--- src/rtl/mips_ctrl_pkg.sv ---
// rtl/mips_ctrl_pkg.sv - shared encodings for the multicycle MIPS main control
// Purpose: state encodings, opcode values, datapath select codes and the control word.
// Ports: none (package).
package mips_ctrl_pkg;

    typedef enum logic [3:0] {
        S_FETCH  = 4'd0,
        S_DECODE = 4'd1,
        S_MEMADR = 4'd2,
        S_MEMRD  = 4'd3,
        S_MEMWB  = 4'd4,
        S_MEMWR  = 4'd5,
        S_EXEC_R = 4'd6,
        S_WB_R   = 4'd7,
        S_EXEC_I = 4'd8,
        S_WB_I   = 4'd9,
        S_BRANCH = 4'd10,
        S_JUMP   = 4'd11
    } state_e;

    localparam logic [5:0] OP_RTYPE = 6'h00;
    localparam logic [5:0] OP_LW    = 6'h23;
    localparam logic [5:0] OP_SW    = 6'h2B;
    localparam logic [5:0] OP_BEQ   = 6'h04;
    localparam logic [5:0] OP_BNE   = 6'h05;
    localparam logic [5:0] OP_ADDI  = 6'h08;
    localparam logic [5:0] OP_ANDI  = 6'h0C;
    localparam logic [5:0] OP_ORI   = 6'h0D;
    localparam logic [5:0] OP_J     = 6'h02;

    localparam logic [1:0] SRCB_B       = 2'b00;
    localparam logic [1:0] SRCB_FOUR    = 2'b01;
    localparam logic [1:0] SRCB_IMM     = 2'b10;
    localparam logic [1:0] SRCB_IMM_SH2 = 2'b11;

    localparam logic [1:0] ALUOP_ADD   = 2'b00;
    localparam logic [1:0] ALUOP_SUB   = 2'b01;
    localparam logic [1:0] ALUOP_FUNCT = 2'b10;
    localparam logic [1:0] ALUOP_IMM   = 2'b11;

    localparam logic [1:0] PCSRC_ALU    = 2'b00;
    localparam logic [1:0] PCSRC_ALUOUT = 2'b01;
    localparam logic [1:0] PCSRC_JUMP   = 2'b10;

    typedef struct packed {
        logic       pc_en;
        logic       iord;
        logic       mem_read;
        logic       mem_write;
        logic       ir_write;
        logic       reg_dst;
        logic       mem_to_reg;
        logic       reg_write;
        logic       alu_src_a;
        logic [1:0] alu_src_b;
        logic [1:0] alu_op;
        logic [1:0] pc_source;
        logic       ext_op;
        logic       illegal;
    } ctrl_t;

    function automatic logic op_legal(input logic [5:0] op, input logic bne_en);
        case (op)
            OP_RTYPE, OP_LW, OP_SW, OP_BEQ,
            OP_ADDI, OP_ANDI, OP_ORI, OP_J: op_legal = 1'b1;
            OP_BNE:                         op_legal = bne_en;
            default:                        op_legal = 1'b0;
        endcase
    endfunction

endpackage

--- src/rtl/mips_ctrl_outdec.sv ---
// rtl/mips_ctrl_outdec.sv - combinational state/opcode to control word decode
// Purpose: Moore decode of the control word, plus the Zero/MemReady/Opcode exceptions.
// Ports: state_i current state, opcode_i live opcode in DECODE else registered copy,
//        zero_i ALU zero flag, mem_ready_i memory handshake, ctrl_o control word.
module mips_ctrl_outdec
    import mips_ctrl_pkg::*;
#(
    parameter bit SUPPORT_BNE = 1'b1
) (
    input  state_e     state_i,
    input  logic [5:0] opcode_i,
    input  logic       zero_i,
    input  logic       mem_ready_i,
    output ctrl_t      ctrl_o
);

    always_comb begin
        ctrl_o = '0;
        case (state_i)
            S_FETCH: begin
                ctrl_o.mem_read  = 1'b1;
                ctrl_o.alu_src_b = SRCB_FOUR;
                // IR and PC only advance on the cycle the fetch completes
                ctrl_o.ir_write  = mem_ready_i;
                ctrl_o.pc_en     = mem_ready_i;
            end
            S_DECODE: begin
                ctrl_o.alu_src_b = SRCB_IMM_SH2;
                ctrl_o.ext_op    = 1'b1;
                ctrl_o.illegal   = ~op_legal(opcode_i, SUPPORT_BNE);
            end
            S_MEMADR: begin
                ctrl_o.alu_src_a = 1'b1;
                ctrl_o.alu_src_b = SRCB_IMM;
                ctrl_o.ext_op    = 1'b1;
                ctrl_o.alu_op    = ALUOP_ADD;
            end
            S_MEMRD: begin
                ctrl_o.mem_read = 1'b1;
                ctrl_o.iord     = 1'b1;
            end
            S_MEMWB: begin
                ctrl_o.reg_write  = 1'b1;
                ctrl_o.mem_to_reg = 1'b1;
            end
            S_MEMWR: begin
                ctrl_o.mem_write = 1'b1;
                ctrl_o.iord      = 1'b1;
            end
            S_EXEC_R: begin
                ctrl_o.alu_src_a = 1'b1;
                ctrl_o.alu_src_b = SRCB_B;
                ctrl_o.alu_op    = ALUOP_FUNCT;
            end
            S_WB_R: begin
                ctrl_o.reg_write = 1'b1;
                ctrl_o.reg_dst   = 1'b1;
            end
            S_EXEC_I: begin
                ctrl_o.alu_src_a = 1'b1;
                ctrl_o.alu_src_b = SRCB_IMM;
                // addi sign-extends and adds; andi/ori zero-extend and use the logic op
                ctrl_o.ext_op    = (opcode_i == OP_ADDI);
                ctrl_o.alu_op    = (opcode_i == OP_ADDI) ? ALUOP_ADD : ALUOP_IMM;
            end
            S_WB_I: begin
                ctrl_o.reg_write = 1'b1;
            end
            S_BRANCH: begin
                ctrl_o.alu_src_a = 1'b1;
                ctrl_o.alu_src_b = SRCB_B;
                ctrl_o.alu_op    = ALUOP_SUB;
                ctrl_o.pc_source = PCSRC_ALUOUT;
                ctrl_o.pc_en     = (opcode_i == OP_BNE) ? ~zero_i : zero_i;
            end
            S_JUMP: begin
                ctrl_o.pc_source = PCSRC_JUMP;
                ctrl_o.pc_en     = 1'b1;
            end
            default: ;
        endcase
    end

endmodule

--- src/rtl/mips_multicycle_ctrl.sv ---
// rtl/mips_multicycle_ctrl.sv - main control FSM for the multicycle MIPS datapath
// Purpose: state register, opcode register and next-state logic; outputs come from mips_ctrl_outdec.
// Ports: clk, rst_n (sync, active-low), Opcode, Zero, MemReady in;
//        PCEn, IorD, MemRead, MemWrite, IRWrite, RegDst, MemtoReg, RegWrite, ALUSrcA,
//        ALUSrcB, ALUOp, PCSource, ExtOp, Illegal, State (debug) out.
module mips_multicycle_ctrl
    import mips_ctrl_pkg::*;
#(
    parameter int STATE_W     = 4,
    parameter bit SUPPORT_BNE = 1'b1
) (
    input  logic               clk,
    input  logic               rst_n,
    input  logic [5:0]         Opcode,
    input  logic               Zero,
    input  logic               MemReady,
    output logic               PCEn,
    output logic               IorD,
    output logic               MemRead,
    output logic               MemWrite,
    output logic               IRWrite,
    output logic               RegDst,
    output logic               MemtoReg,
    output logic               RegWrite,
    output logic               ALUSrcA,
    output logic [1:0]         ALUSrcB,
    output logic [1:0]         ALUOp,
    output logic [1:0]         PCSource,
    output logic               ExtOp,
    output logic               Illegal,
    output logic [STATE_W-1:0] State
);

    state_e     state_q, state_d;
    logic [5:0] opc_q, opc_d;
    ctrl_t      ctrl, ctrl_g;

    always_ff @(posedge clk) begin
        if (!rst_n) begin
            state_q <= S_FETCH;
            opc_q   <= '0;
        end else begin
            state_q <= state_d;
            opc_q   <= opc_d;
        end
    end

    // In DECODE the live opcode is both captured and used for decode; later
    // states see only the captured copy, so IR changes after DECODE are ignored.
    always_comb begin
        opc_d = (state_q == S_DECODE) ? Opcode : opc_q;
    end

    always_comb begin
        state_d = S_FETCH;
        case (state_q)
            S_FETCH:  state_d = MemReady ? S_DECODE : S_FETCH;
            S_DECODE: begin
                case (Opcode)
                    OP_RTYPE:                  state_d = S_EXEC_R;
                    OP_LW, OP_SW:              state_d = S_MEMADR;
                    OP_BEQ:                    state_d = S_BRANCH;
                    OP_BNE:                    state_d = SUPPORT_BNE ? S_BRANCH : S_FETCH;
                    OP_ADDI, OP_ANDI, OP_ORI:  state_d = S_EXEC_I;
                    OP_J:                      state_d = S_JUMP;
                    default:                   state_d = S_FETCH;
                endcase
            end
            S_MEMADR: state_d = (opc_q == OP_SW) ? S_MEMWR : S_MEMRD;
            S_MEMRD:  state_d = MemReady ? S_MEMWB : S_MEMRD;
            S_MEMWR:  state_d = MemReady ? S_FETCH : S_MEMWR;
            S_EXEC_R: state_d = S_WB_R;
            S_EXEC_I: state_d = S_WB_I;
            default:  state_d = S_FETCH;
        endcase
    end

    mips_ctrl_outdec #(
        .SUPPORT_BNE(SUPPORT_BNE)
    ) u_outdec (
        .state_i     (state_q),
        .opcode_i    (opc_d),
        .zero_i      (Zero),
        .mem_ready_i (MemReady),
        .ctrl_o      (ctrl)
    );

    // Reset forces every enable and select low immediately, even mid-access.
    always_comb begin
        ctrl_g = rst_n ? ctrl : '0;
    end

    assign PCEn     = ctrl_g.pc_en;
    assign IorD     = ctrl_g.iord;
    assign MemRead  = ctrl_g.mem_read;
    assign MemWrite = ctrl_g.mem_write;
    assign IRWrite  = ctrl_g.ir_write;
    assign RegDst   = ctrl_g.reg_dst;
    assign MemtoReg = ctrl_g.mem_to_reg;
    assign RegWrite = ctrl_g.reg_write;
    assign ALUSrcA  = ctrl_g.alu_src_a;
    assign ALUSrcB  = ctrl_g.alu_src_b;
    assign ALUOp    = ctrl_g.alu_op;
    assign PCSource = ctrl_g.pc_source;
    assign ExtOp    = ctrl_g.ext_op;
    assign Illegal  = ctrl_g.illegal;
    assign State    = STATE_W'(state_q);

endmodule

--- config.mk ---
export PLATFORM = sky130hd
export DESIGN_NAME = mips_multicycle_ctrl
export DESIGN_NICKNAME = d
export VERILOG_FILES = /design/src/rtl/mips_ctrl_pkg.sv /design/src/rtl/mips_ctrl_outdec.sv /design/src/rtl/mips_multicycle_ctrl.sv
export SDC_FILE = /design/constraint.sdc
export NUM_CORES = 1
export LEC_CHECK = 0
export ABC_AREA = 1
export CAP_MARGIN = 15
export CORE_MARGIN = 1.5
export CORE_UTILIZATION = 49
export DETAILED_ROUTE_END_ITERATION = 16
export PLACE_DENSITY = 0.85
export SYNTH_ARGS = -nofsm -noshare
export SYNTH_HDL_FRONTEND = slang
export SYNTH_SLANG_ARGS = --single-unit
--- constraint.sdc ---
create_clock -name clk -period 2.46 [get_ports clk]
set_input_delay 0.615 -clock clk [delete_from_list [all_inputs] [get_ports clk]]
set_output_delay 0.615 -clock clk [all_outputs]
set_load 0.1 [all_outputs]
==> metrics.csv, run 1 <==
stage;metric;value;unit
outcome;outcome;stopped before the end;
synth;synthesized-area fraction occupied by xor and xnor cells;0;%
synth;Seq/Total Area, Yosys;21.33;%
floorplanning;die height;46.76;um
clocking;number of gates resized after CTS;54;
floorplanning;DIE WIDTH;46.76;um
synth;Gate Count Post-Synth;169;
placed_design;weighted congestion at the end of routability-driven global placement;0.9926;
synth;post-synthesis compound-gate area fraction;12.27;%
floorplanning;Placement Rows;15;
floorplanning;Initial Utilization;53.19;%
synth;post-synthesis simple-gate area fraction;51.20;%
clocking;number of H-tree branching levels;1;
clocking;maximum buffer depth of the clock tree;2;
synth;share of synthesized cell area in full adder, half adder and majority cells;0;%
outcome;Stopped at;clock tree synthesis;
outcome;first reported error;[ERROR DPL-0038] Utilization greater than 100%, impossible to legalize;
clocking;CTS buffer count;3;
synth;post-synth cell types;22;
clocking;number of buffers added to fix hold violations after cts;0;
placed_design;placed wire-length estimate;4045;um
synth;dominant combinational cell family by area after synthesis;simple AND/OR/NAND/NOR gates;
floorplanning;I/O Pins;31;
synth;portion of netlist area occupied by mux cells;0;%
synth;yosys warns;0;
clocking;Root Driver;clkbuf_4;
synth;number of nets in the synthesized netlist;179;
synth;Yosys reg bits;10;
clocking;Post-CTS Setup Inserts;14;
synth;Avg Inst Size Synth;5.553;um^2
clocking;clock sink total;10;
placed_design;number of I/O port buffers;30;
synth;Mapped Area;938.4;um^2
[Yosys cell counts, drive strengths merged]
master	number	area share, %
o211ai	1	0.80
buf	3	2.0
nand4	4	2.7
dfxtp	10	21
a31oi	3	2.0
nor2	42	19
nor3	3	1.6
a31o	1	0.93
nand2	40	19
o21ai	3	1.6
a21oi	9	5.2
a211oi	1	0.80
inv	33	13
nand3	15	8.5
a32oi	1	0.93
[per-stage QoR]
| step | cell area, um^2 | instances | setup TNS, ns | worst slack (ns) | util [%] |
|---|---|---|---|---|---|
| after floorplan | 1096 | 169 | -0.8368 | -0.1896 | - |
| after detailed placement | 1719 | 241 | -2.162 | -0.4764 | 97.45 |
| after global placement | 1719 | 241 | -0.9322 | -0.2353 | 97.45 |
[logic make-up after synthesis]
logic type | count (synthesis)
AND/OR/NAND/NOR | 104
AO/OA/AOI/OAI | 19
flip-flops | 10
buffers and inverters | 36
==> run 2: changes to the inputs <==
--- a/config.mk
+++ b/config.mk
@@ -7,10 +7,10 @@
 export LEC_CHECK = 0
 export ABC_AREA = 1
 export CAP_MARGIN = 15
-export CORE_MARGIN = 1.5
-export CORE_UTILIZATION = 49
+export CORE_AREA = 2 2 63 65
 export DETAILED_ROUTE_END_ITERATION = 16
-export PLACE_DENSITY = 0.85
+export DIE_AREA = 0 0 65 67
+export PLACE_DENSITY_LB_ADDON = 0.15
 export SYNTH_ARGS = -nofsm -noshare
 export SYNTH_HDL_FRONTEND = slang
 export SYNTH_SLANG_ARGS = --single-unit
==> metrics.csv, run 2 <==
stage;metric;value;unit;change
synth;yosys warns;0;;unchanged
global_routing;number of global-route vias before repair;1262;;
sta;minimum period implied by the final worst setup slack;2.519;ns;
synth;dominant cell by count in the synthesized netlist;nor2_1;;
critical_path;Required @ worst endpoint;1.85;ns;
layout;most common cell after layout, fill and taps aside;buf_4;;
synth;share of the synthesized area in the top cell type;21.33;%;unchanged
synth;synth top area cells;dfxtp_1 21%, nor2_1 16%, nand2_1 14%;;
floorplanning;DIE WIDTH;65;um;+39%
detailed_routing;remaining antenna violation count after routing;0;;
synth;post-synthesis async set-or-reset flop share;0;%;unchanged
flow_run;maximum capacitance violations;0;;
placed_design;number of I/O port buffers;30;;unchanged
clocking;number of buffers added to fix hold violations after cts;0;;unchanged
layout;number of fillers in the final layout;352;;
power_and_ir_drop;leakage dissipation;0.8707;nW;
layout;final layout net count;246;;
sta;count of pins over their slew limit;0;;
placed_design;worst slack at placement;-0.2606;ns;+0.2158 ns
critical_path;worst setup path class;reg2out;;
synth;Yosys reg bits;10;;unchanged
clocking;Root Driver;clkbuf_8;;
clocking;number of H-tree branching levels;1;;unchanged
detailed_routing;via density per instance;4.548;;
placed_design;placed instance area;1785;um^2;+3.9%
global_routing;first-pass GRT wire length;5430;um;
synth;post-synth cell types;22;;unchanged
sta;sum of negative setup slack;-0.1608;ns;
worst_hold_path;Hold Path Cell Cnt;2;;
sta;count of final setup violators;4;;
global_routing;largest net degree at the start of global routing;12;;
detailed_routing;DRT Pass-1 Iters;4;;
worst_hold_path;HP Class;reg2reg;;
synth;Avg Inst Size Synth;5.553;um^2;unchanged
synth;cell taking the most area after synthesis;dfxtp_1;;
clocking;TritonCTS clock tree;yes;;
synth;Post-synth EDFFs;0;;unchanged
floorplanning;I/O Pins;31;;unchanged
sta;Tightest Pin Transition;0.3016;ns;
synth;Seq/Total Area, Yosys;21.33;%;unchanged
clocking;clock sink total;10;;unchanged
sta;RSZ-0062 raised after global routing;yes;;
floorplanning;core area;3606;um^2;
critical_path;CP Max Fanout;6;;
clocking;Worst-Skew Late Latency;0.24;ns;
floorplanning;die area;4355;um^2;
layout;register name with the most flops;opc_q;;
global_routing;initial antenna violation count;0;;
global_routing;highest-utilization routing layer at the global route stage;met2;;
floorplanning;die height;67;um;+43%
detailed_routing;post-detailed-routing wire length;3334;um;
layout;signed area change from the synthesized netlist to the final layout;112.4;%;
critical_path;Worst Reg-to-Reg Cells;9;;
detailed_routing;DR DRC count;0;;
floorplanning;Initial Utilization;26.02;%;-27 points
clocking;maximum buffer depth of the clock tree;2;;unchanged
outcome;outcome;finished, violations left;;
global_routing;met3 track utilization from global routing;3.378;%;
detailed_routing;via count;1287;;
sta;Hold Vio Cnt, Final;0;;
critical_path;kind of end point of the critical path;output port;;
detailed_routing;Wirelength per Cell;11.78;um;
global_routing;overall fraction of global-route tracks in use;16.25;%;
detailed_routing;starting DRC count in detailed routing;31;;
floorplanning;Placement Rows;22;;+7
sta;ratio of final minimum period to clock period;102.4;%;
synth;most used flip-flop cell after synthesis;dfxtp_1;;
sta;Worst Skew;0.0004070;ns;
placed_design;# placed instances;269;;+12%
sta;worst slew margin relative to its limit;79.74;%;
layout;most frequent cells in the layout;35 x buf_4, 28 x inv_1, 28 x nand2_1, 26 x nor2_1, 17 x buf_12;;
synth;number of nets in the synthesized netlist;179;;unchanged
clocking;clock transition at the register clock pins on the worst setup and hold paths after CTS;0.05;ns;
global_routing;leftover overflow at the end of global routing;0;;
power_and_ir_drop;peak supply drop;0.0003533;V;
layout;non-filler instance count after layout;283;;
clocking;CTS buffer count;3;;unchanged
layout;n_diodes;0;;
outcome;violations in the final reports;setup timing;;
synth;most common library cells after synthesis;39 x nor2_1, 34 x nand2_1, 32 x inv_1;;
synth;Gate Count Post-Synth;169;;unchanged
layout;area of all placed cells without fillers;1993;um^2;
global_routing;grt met2 use;30.28;%;
synth;Mapped Area;938.4;um^2;unchanged
layout;fraction of final layout cells with drive strength greater than 1;47.23;%;
global_routing;met1 routing resource usage after global routing;18.77;%;
sta;highest achievable clock rate;0.3969;GHz;
critical_path;Worst EP arrival;1.90;ns;
layout;flip-flop count of the largest register, all copies and words added;6;;
sta;tightest hold margin;0.5224;ns;
placed_design;weighted congestion at the end of routability-driven global placement;0.8686;;-12%
placed_design;placed wire-length estimate;2638;um;-35%
power_and_ir_drop;Power Density;363.7;nW/um^2;
critical_path;crit start category;register;;
sta;min setup slack post-route;-0.05925;ns;
-- run 2: cell counts after synthesis --
No cell type changed its count.
-- run 2: timing repair --
action                                  4_1_cts  5_1_grt
endpoints found under the setup margin       11       13
gates resized for setup                      17       18
gates cloned                                  1        0
pin swaps                                    14       14
buffers inserted                              6        3
-- run 2: layout make-up --
class	instances	area, um^2	area share [%]
inverter	33	127.6	6.403
timing repair buffer	64	724.4	36.35
sequential	10	215.2	10.80
tap	48	60.06	3.013
multi-input combinational	124	810.8	40.68
clock buffer	4	55.05	2.762
-- run 2: kinds of logic (layout without fill, tap and decap cells) --
kind of cell / count (synthesis) / count (layout) / share of synthesized area (%)
buffers and inverters: 36 / 101 / 15.20
AO/OA/AOI/OAI: 19 / 19 / 12.27
AND/OR/NAND/NOR: 104 / 105 / 51.20
flip-flops: 10 / 10 / 21.33
-- run 2: critical path, cell delays in order (launching register included) --
cell     delay [ns]
dfxtp_4        0.37
nor2_4         0.25
nand2_4        0.12
nand2_2        0.09
nand2_2        0.06
nand2_2        0.08
inv_2          0.04
nand4_1        0.15
nand2_2        0.13
a21oi_4        0.18
buf_12         0.18
-- run 2: routing by layer --
layer	part of all wire (%)	up-vias	wire (um)
met5	0	-	0
met4	0.66	0	22
met3	3.0	4	99
met2	54	15	1816
met1	42	609	1396
li1	-	659	-
-- run 2: final timing paths --
| path | slack (ns) | from | end |
|---|---|---|---|
| worst max-delay path | -0.06 | State[1] | ALUOp[0] |
| worst max register to register | 1.04 | State[3] | State[0] |
| worst min-delay path | 0.52 | opc_q[3] | opc_q[3] |
| worst min register to register | 0.52 | opc_q[3] | opc_q[3] |
-- run 2: power breakdown --
group          internal (mW)  switching [mW]
clock network          0.141          0.0674
logic                  0.135           0.204
registers              0.170         0.00791
-- run 2: stage by stage --
step	power [mW]	util [%]
floorplan	0.3655	-
finish	0.7250	55.27
detailed placement	0.4871	49.51
global route	0.7613	55.27
global placement	0.4856	49.51
CTS	0.7094	53.12
Power figures use the tool's default switching activity.
